File: src/rtl/gpu_mat_xfer.sv
`default_nettype none
// ============================================================================
//  Module   : gpu_mat_xfer
//  Brief    : Host-side initiator sequencing gpu_core vector LOAD/STORE and
//             column MUL commands.
//             Optional GPU_XFER_IDENT_EN turns op 11 into an identity fill.
//  Revision : 1.0  initial release
// ============================================================================
module gpu_mat_xfer #(
    parameter int MAT_COUNT = 4,
    localparam int MI = (MAT_COUNT > 1) ? $clog2(MAT_COUNT) : 1
) (
    input  logic          clk,
    input  logic          rst_n,
    input  logic          req_valid,
    output logic          req_ready,
    input  logic [1:0]    req_op,
    input  logic [MI-1:0] req_mat,
    input  logic [MI-1:0] req_dst,
    input  logic [MI-1:0] req_mul,
    input  logic [1:0]    req_vtype,
    input  logic          in_valid,
    output logic          in_ready,
    input  logic [63:0]   in_data,
    output logic          out_valid,
    input  logic          out_ready,
    output logic [63:0]   out_data,
    output logic          done,
    output logic [MI-1:0] gpu_dat_mat_idx,
    output logic [1:0]    gpu_dat_vector_type,
    output logic [1:0]    gpu_dat_vector_idx,
    output logic [63:0]   gpu_dat_in,
    input  logic [63:0]   gpu_dat_out,
    output logic          gpu_cyc,
    output logic          gpu_dat_we,
    output logic [15:0]   gpu_command,
    output logic          gpu_com_we
);

    typedef enum logic [2:0] {
        S_IDLE  = 3'd0,
        S_LOAD  = 3'd1,
        S_STORE = 3'd2,
        S_MUL   = 3'd3,
        S_IDENT = 3'd4,
        S_DONE  = 3'd5
    } state_t;

    state_t        r_state;
    logic [1:0]    r_vidx;
    logic [MI-1:0] r_mat;
    logic [MI-1:0] r_dst;
    logic [MI-1:0] r_mul;
    logic [1:0]    r_vtype;

    logic [1:0]    w_mat2;
    logic [1:0]    w_dst2;
    logic [1:0]    w_mul2;

    assign w_mat2 = 2'(r_mat);
    assign w_dst2 = 2'(r_dst);
    assign w_mul2 = 2'(r_mul);

    always_ff @(posedge clk or negedge rst_n) begin
        if (!rst_n) begin
            r_state <= S_IDLE;
            r_vidx  <= 2'd0;
            r_mat   <= '0;
            r_dst   <= '0;
            r_mul   <= '0;
            r_vtype <= 2'd0;
        end else begin
            case (r_state)
                S_IDLE: begin
                    if (req_valid) begin
                        r_mat   <= req_mat;
                        r_dst   <= req_dst;
                        r_mul   <= req_mul;
                        r_vtype <= req_vtype;
                        r_vidx  <= 2'd0;
                        case (req_op)
                            2'b00:   r_state <= S_LOAD;
                            2'b01:   r_state <= S_STORE;
                            2'b10:   r_state <= S_MUL;
`ifdef GPU_XFER_IDENT_EN
                            default: r_state <= S_IDENT;
`else
                            default: r_state <= S_DONE;
`endif
                        endcase
                    end
                end
                // vidx wraps back to 0 on the final beat, ready for the next op
                S_LOAD: begin
                    if (in_valid) begin
                        r_vidx <= r_vidx + 2'd1;
                        if (r_vidx == 2'd3) r_state <= S_DONE;
                    end
                end
                S_STORE: begin
                    if (out_ready) begin
                        r_vidx <= r_vidx + 2'd1;
                        if (r_vidx == 2'd3) r_state <= S_DONE;
                    end
                end
                S_MUL, S_IDENT: begin
                    r_vidx <= r_vidx + 2'd1;
                    if (r_vidx == 2'd3) r_state <= S_DONE;
                end
                S_DONE:  r_state <= S_IDLE;
                default: r_state <= S_IDLE;
            endcase
        end
    end

    // Strobes decode from the registered state so reset clears them at once
    always_comb begin
        req_ready           = (r_state == S_IDLE);
        done                = (r_state == S_DONE);
        in_ready            = 1'b0;
        out_valid           = 1'b0;
        out_data            = 64'd0;
        gpu_cyc             = 1'b0;
        gpu_dat_we          = 1'b0;
        gpu_dat_mat_idx     = '0;
        gpu_dat_vector_type = 2'd0;
        gpu_dat_vector_idx  = 2'd0;
        gpu_dat_in          = 64'd0;
        gpu_command         = 16'd0;
        gpu_com_we          = 1'b0;
        case (r_state)
            S_LOAD: begin
                gpu_cyc             = 1'b1;
                in_ready            = 1'b1;
                gpu_dat_we          = in_valid;
                gpu_dat_in          = in_data;
                gpu_dat_mat_idx     = r_mat;
                gpu_dat_vector_type = r_vtype;
                gpu_dat_vector_idx  = r_vidx;
            end
            S_STORE: begin
                gpu_cyc             = 1'b1;
                out_valid           = 1'b1;
                out_data            = gpu_dat_out;
                gpu_dat_mat_idx     = r_mat;
                gpu_dat_vector_type = r_vtype;
                gpu_dat_vector_idx  = r_vidx;
            end
            S_MUL: begin
                gpu_com_we  = 1'b1;
                gpu_command = {8'h00, w_mul2, w_dst2, w_mat2, r_vidx};
            end
`ifdef GPU_XFER_IDENT_EN
            S_IDENT: begin
                gpu_cyc             = 1'b1;
                gpu_dat_we          = 1'b1;
                gpu_dat_mat_idx     = r_mat;
                gpu_dat_vector_idx  = r_vidx;
                gpu_dat_in          = 64'h1000 << {r_vidx, 4'b0000};
            end
`endif
            default: ;
        endcase
    end

endmodule
`default_nettype wire

File: config.mk
export PLATFORM = sky130hd
export DESIGN_NAME = gpu_mat_xfer
export DESIGN_NICKNAME = d
export VERILOG_FILES = /design/src/rtl/gpu_mat_xfer.sv
export SDC_FILE = /design/constraint.sdc
export NUM_CORES = 1
export LEC_CHECK = 0
export CORE_AREA = 2 2 115 117
export DETAILED_ROUTE_END_ITERATION = 8
export DIE_AREA = 0 0 117 119
export PLACE_DENSITY = 0.56
export SYNTH_ARGS = -nofsm -noshare
export SYNTH_HDL_FRONTEND = slang
export SYNTH_SLANG_ARGS = --single-unit
File: constraint.sdc
create_clock -name clk -period 2.2 [get_ports clk]
set_clock_uncertainty 0.05 [all_clocks]
set_input_delay 0.44 -clock clk [delete_from_list [all_inputs] [get_ports clk]]
set_output_delay 0.44 -clock clk [all_outputs]
set_load 0.005 [all_outputs]
==> results.sh, run 1 <==
export IMPL_drtAntennaViolNets=0
export IMPL_yosysTopAreaCell="and2_1"
export IMPL_path_clk_slew_ps=40
export IMPL_tightest_slew_ps=577.9
export IMPL_hold_path_end="r_vtype[1]$_DFFE_PN0P_"
export IMPL_via_count=2709
export IMPL_initial_core_util_pct=14.04
export IMPL_cts_sinks=13
export IMPL_cp_required_ps=1710
export IMPL_drv_slew=0
export IMPL_dp_hpwl_mm=8.523
export IMPL_firstDrtPassIters=4
export IMPL_r2r_start="r_state[1]$_DFFE_PN0P_"
export IMPL_gr_usage_met2_pct=23.99
export IMPL_drc=0
export IMPL_min_from="r_vtype[1]$_DFFE_PN0P_"
export IMPL_rr_worst_depth=5
export IMPL_setup_viol=1
export IMPL_fin_util_pct=40.42
export IMPL_grt_setup_unrepaired="yes"
export IMPL_clock_root_buffer="clkbuf_16"
export IMPL_synth_ff_type="dfrtp_1"
export IMPL_drtIter0Drc=71
export IMPL_fmaxAchievable_ghz=0.4439
export IMPL_r2r_end="r_mul[1]$_DFFE_PN0P_"
export IMPL_start_kind="flip-flop"
export IMPL_hold_class="reg -> reg"
export IMPL_die_w_um=117
export IMPL_die_area_sq_um=13920
export IMPL_numPortBuffers=291
export IMPL_synth_most_common_cell="and2_1"
export IMPL_diodes=0
export IMPL_period_needed_ps=2253
export IMPL_crit_family="buffers and inverters"
export IMPL_slowest_stage="clkdlybuf4s50_1"
export IMPL_holdPathStages=1
export IMPL_max_clock_path_buffers=2
export IMPL_die_h_um=119
export IMPL_wire_per_inst_um=15.34
export IMPL_cts_htree_levels=1
export IMPL_dpl_cell_area_sq_um=4933
export IMPL_grt_util_met3_pct=3.868
export IMPL_nNetsFinal=686
export IMPL_synth_top_area_share_pct=49.48
export IMPL_max_stage_delay_ps=540
export IMPL_grt_pass1_wl_mm=14.28
export IMPL_finalCritPeriodShare_pct=102.4
export IMPL_ys_top_cells_by_area="and2_1 49%, dfrtp_1 18%, mux2_2 5.0%, buf_4 4.2%, clkbuf_2 2.5%"
export IMPL_vias_per_cell=3.789
export IMPL_cp_end_kind="output pin"
export IMPL_critPathMaxFanout=20
export IMPL_violations="negative setup slack"
export IMPL_vdd_drop_max_v=0.0005830
export IMPL_grt_pass1_vias=2561
export IMPL_status="complete, but fails checks"
export IMPL_grtUsageMet1_pct=15.09
export IMPL_synth_edf_count=0
export IMPL_place_gp_congestion=0.7803
export IMPL_ys_types=35
export IMPL_ys_seq_area_share_pct=17.99
export IMPL_fin_area_sq_um=5204
export IMPL_async_flop_share_pct=100.0
export IMPL_ioPinCount=300
export IMPL_critPathKind="reg -> out"
export IMPL_timing_hold_ws_ps=446.5
export IMPL_synth_area_sq_um=1808
export IMPL_synth_common_cells="143 x and2_1, 13 x dfrtp_1, 10 x buf_4"
export IMPL_worstSkewPairLatency_ps=240
export IMPL_rows=42
export IMPL_leakage_uw=0.003042
export IMPL_syn_area_per_cell_sq_um=7.565
export IMPL_placeableCoreArea_sq_um=12870
export IMPL_path_cells="nor3b_4 -> buf_4 -> clkdlybuf4s50_1"
export IMPL_grt_overflow_total=0
export IMPL_hold_viol=0
export IMPL_grt_max_degree=47
export IMPL_layout_drive_gt1_share_pct=12.06
export IMPL_regToRegSetupSlack_ps=450
export IMPL_power_density_nw_per_um2=871.2
export IMPL_grt_total_usage_pct=13.05
export IMPL_worstPathArrival_ps=1760
export IMPL_netlist_instances=239
export IMPL_maxCapViolCount=0
export IMPL_top_usage_layer="met2"
export IMPL_tritoncts="yes"
export IMPL_final_setup_tns_ps=-52.58
export IMPL_crit_buf_inv=2
export IMPL_yosys_warnings=0
export IMPL_antenna_found_initial=0
export IMPL_syn2layout_area_growth_pct=187.8
export IMPL_slew_headroom_pct=61.35
export IMPL_synth_seq_cells=13
export IMPL_routed_wl_mm=10.97
export IMPL_fin_ws_ps=-52.58
export IMPL_numCtsBuffers=3
## routing by layer
metal  share of wire [%]  routed length [um]
met5                   0                   0
met2                  51                5560
met4                0.98                 108
met1                  38                4214
met3                 9.9                1083
## through the flow
step                power, uW  instances  setup slack [ps]
finish                   4533        715            -52.58
global placement         4156        697             25.89
detailed placement       4168        697             25.68
floorplan                1879        246             487.7
global route             4914        715            -136.0
CTS                      4273        706            -173.5
## kinds of logic (layout without fill, tap and decap cells)
| kind of cell | Yosys count | after routing | share of synthesized area (%) |
|---|---|---|---|
| compound gates | 16 | 16 | 5.813 |
| xor+xnor | 2 | 2 | 0.9690 |
| fa+ha+maj | 3 | 3 | 2.076 |
| buf+inv | 32 | 324 | 9.896 |
| flops | 13 | 13 | 17.99 |
| mux | 9 | 9 | 5.537 |
| other cells | 1 | 8 | 0.2074 |
| simple gates | 163 | 164 | 57.51 |
## layout by cell type (no fill, tap or decap), types with 3 or more instances in the layout
cell type | Yosys | routed
nor3b_1 | 6 | 4
conb_1 | 1 | 8
inv_1 | 3 | 3
buf_4 | 10 | 12
ha_1 | 3 | 3
clkdlybuf4s50_1 | 0 | 150
clkbuf_2 | 9 | 16
dfrtp_1 | 13 | 10
a21oi_1 | 3 | 3
buf_6 | 1 | 6
and2_1 | 143 | 143
nor3_1 | 3 | 3
o21ai_0 | 3 | 3
dlymetal6s2s_1 | 0 | 38
mux2_2 | 8 | 8
dlygate4sd2_1 | 0 | 87
clkbuf_16 | 0 | 8
dfrtp_2 | 0 | 3
## sequential cells by signal, summed over array words and instances (netlist names)
| name | count |
|---|---|
| r_dst | 2 |
| r_mat | 2 |
| r_mul | 2 |
| r_state | 3 |
| r_vidx | 2 |
| r_vtype | 2 |
## power by group
group | internal [uW] | leakage, uW | switching [uW]
combinational | 2270 | 0.00285 | 1460
sequential | 368 | 0.000153 | 104
clock | 243 | 0.0000382 | 89.8
total | 2880 | 0.00304 | 1650
## layout make-up
| class | count | area [sq um] |
|---|---|---|
| Inverter | 3 | 11.26 |
| Multi-Input combinational cell | 202 | 1395 |
| Sequential cell | 13 | 329.1 |
| Fill cell | 1296 | 7671 |
| Clock buffer | 4 | 78.83 |
| Timing Repair Buffer | 317 | 3169 |
| Tap cell | 176 | 220.2 |
## what timing repair did
| action | CTS | global route |
|---|---|---|
| endpoints found under the setup margin | 147 | 62 |
| hold endpoints to repair | 0 | 0 |
| resized for setup | 115 | 79 |
| buffers inserted | 3 | 8 |
| cloned | 2 | 5 |
| hold buffers | 0 | 0 |
| pin swaps | 1 | 5 |
## worst max path at each step
stage	depth (start not counted)	slack, ps	end	start
finish	3	-50	in_ready	r_state[1]$_DFFE_PN0P_
global route	3	-140	in_ready	r_state[1]$_DFFE_PN0P_
CTS	4	-170	gpu_dat_in[63]	r_state[2]$_DFFE_PN0P_
detailed placement	4	30	out_data[24]	r_state[2]$_DFFE_PN0P_
global placement	4	30	out_data[24]	r_state[2]$_DFFE_PN0P_
floorplan	5	490	gpu_dat_in[34]	r_state[2]$_DFFE_PN0P_
No activity file was read; power rests on OpenSTA's default activity.
==> run 2, diff against run 1 <==
CAP_MARGIN = 20   (was unset)
==> results of run 2 <==
The final DEF is identical to that of run 1; final timing and power are the same.
==> edit, RTL diff (flow settings as in run 1) <==
The 6 states of `state_t` get a one-hot encoding in 6 bits.
--- a/src/rtl/gpu_mat_xfer.sv
+++ b/src/rtl/gpu_mat_xfer.sv
@@ -37,13 +37,13 @@
     output logic          gpu_com_we
 );
 
-    typedef enum logic [2:0] {
-        S_IDLE  = 3'd0,
-        S_LOAD  = 3'd1,
-        S_STORE = 3'd2,
-        S_MUL   = 3'd3,
-        S_IDENT = 3'd4,
-        S_DONE  = 3'd5
+    typedef enum logic [5:0] {
+        S_IDLE  = 6'b000001,
+        S_LOAD  = 6'b000010,
+        S_STORE = 6'b000100,
+        S_MUL   = 6'b001000,
+        S_IDENT = 6'b010000,
+        S_DONE  = 6'b100000
     } state_t;
 
     state_t        r_state;
Check against the original RTL: same outputs for any inputs over 10 cycles, from zero or initial values and one cycle with rst_n low; not proved beyond that.
==> edit against run 1 <==
  * The run still ends with setup timing left
  * Routed wire length increased by 6.0%
  * Utilization grew 0.38 points
  * Setup slack got worse by 0.072 ns
  * Via count is 5.5% higher
  * Synthesized area grew 1.6%
  * Cell area grew 0.94%
  * Register-to-register slack got worse by 0.17 ns
  * Sequential cell count grew 2
  * Maximum frequency shrank 3.1%
  * Highest routed layer unchanged
Power is not compared: it rests on default switching activity, and its combinational part moved more than twofold at a synthesized area within 25%.
==> edit: results <==
metrics = {
    "timing": {
        "setup_viol_count_final": 57,
        "max-slew-margin-rel_pct": 52.7,
        "post-route-worst-setup-slack_ns": -0.125,
    },
    "place": {
        "gp_congestion": 0.801,
        "dp.cells": 699,
        "io_buffers": 291,
        "dp_hpwl_mm": 8.23,
    },
    "final_layout": {
        "antenna_cells": 0,
        "layout-drive-gt1-share_pct": 42.4,
        "largest_reg_flops": 5,
        "nNetsFinal": 706,
        "nFillCells": 1339,
    },
    "yosys": {
        "synth_fa_ha_area_share_pct": 0.681,
        "yosys-top-cells-area": "and2_1 (47%), dfrtp_1 (19%), mux2_2 (4.3%)",
        "synthTopCellsByCount": "and2_1 (138), dfrtp_1 (14), and3_1 (9), buf_4 (9), clkbuf_1 (8)",
        "ys_async_sr_fraction_pct": 100,
        "ys_types": 36,
        "synth.area.mux_share_pct": 6.06,
        "yosys_warnings": 0,
        "synth_seq_area_share_pct": 20.5,
        "syn_avg_cell_area_um2": 7.85,
        "synth-compound-area-share_pct": 5.11,
        "synth_xor_area_share_pct": 1.50,
    },
    "cts": {
        "clockRootBuffer": "clkbuf_16",
        "cts.htree.levels": 1,
        "clockBufferDepth": 2,
    },
    "global_routing": {
        "grt_pass1_vias": 2801,
        "grt-ovfl-total": 0,
        "track_usage_pct": 15.1,
        "grt_max_degree": 18,
        "antenna_found_initial": 0,
        "grt_pass1_wl_mm": 16.4,
    },
    "detailed_routing": {
        "initialDrtViolationCount": 57,
        "drt_first_pass_iters": 4,
        "ant_nets": 0,
        "wl_per_cell_um": 15.8,
        "wirelength_mm": 11.6,
        "via_per_inst": 3.88,
    },
    "run_status": {
        "status": "complete, but fails checks",
        "violations": "setup timing",
    },
    "worst_setup_path": {
        "crit_fanout": 5,
        "worstPathArrival_ns": 1.84,
        "reg2reg_depth": 8,
        "worst_path_largest_cell_delay_ns": 0.54,
        "slowest_stage": "dfstp_2",
    },
    "hold_path": {
        "holdPathStages": 1,
        "hp-class": "flop to flop",
    },
    "power_and_ir_drop": {
        "leakage_uw": 0.00267,
    },
}
-- edit: cells by family (layout without fill, tap and decap cells) --
group           after synthesis  in the layout
simple gates                165            165
buf+inv                      28            348
flops                        15             15
compound gates               13             13
mux                          10             10
fa+ha+maj                     1              1
other cells                   1              8
xor+xnor                      1              1
-- edit: final cells by class --
cell class | count | area (µm²) | area share, %
multi-input cells | 198 | 1460 | 27.8
flip-flops and latches | 15 | 377 | 7.17
repair buffers | 341 | 3110 | 59.1
inverters | 3 | 11.3 | 0.214
clock buffers | 4 | 78.8 | 1.50
well taps | 176 | 220 | 4.19
-- edit: path summary, 6_finish.rpt --
kind	slack [ns]	endpoint	startpoint
worst min register to register	0.44	r_vtype[0]	r_vtype[0]
worst min-delay path	0.44	r_vtype[0]	r_vtype[0]
worst max-delay path	-0.13	gpu_dat_in[3]	r_state[0]
min in group asynchronous	0.58	r_mat[0]	rst_n
max in group asynchronous	1.08	r_state[2]	rst_n
worst max register to register	0.28	r_vidx[0]	r_state[1]
-- edit: where the power goes --
group	total (µW)	switching (µW)	internal, µW	leakage, µW
Sequential	466	71.1	395	0.000186
Clock	347	102	245	0.0000382
Combinational	1440	526	914	0.00244
Total	2250	700	1550	0.00267
-- edit: worst max-delay path, delay by kind of cell, from the launching register on --
kind          cells  cell delay, ns
buf+inv           6            0.72
flops             1            0.54
simple gates      3            0.34
-- edit: timing repair --
item / CTS / global route
pin swaps: 23 / 10
cloned: 10 / 2
setup buffers: 27 / 6
gates resized for setup: 512 / 82
setup endpoints to repair: 149 / 116
-- edit: per-stage QoR --
step                setup TNS [ns]  hold slack [ns]  setup WS, ns  power (µW)  instance area, µm²
floorplan                        0           0.0944         0.356         954                1860
finish                       -2.45            0.445        -0.125        2250                5250
global route                 -6.15            0.461        -0.181        2400                5250
CTS                          -3.64            0.447        -0.159        2250                5380
detailed placement           -2.74            0.427       -0.0941        1620                4990
global placement            -0.824            0.412       -0.0894        1610                4990
-- edit: routing by layer --
layer / global-route usage (%) / part of all wire [%]
met1: 18.8 / 40
met2: 27.6 / 52
met3: 1.98 / 6.8
met4: 2.43 / 1.0
met5: 0 / 0
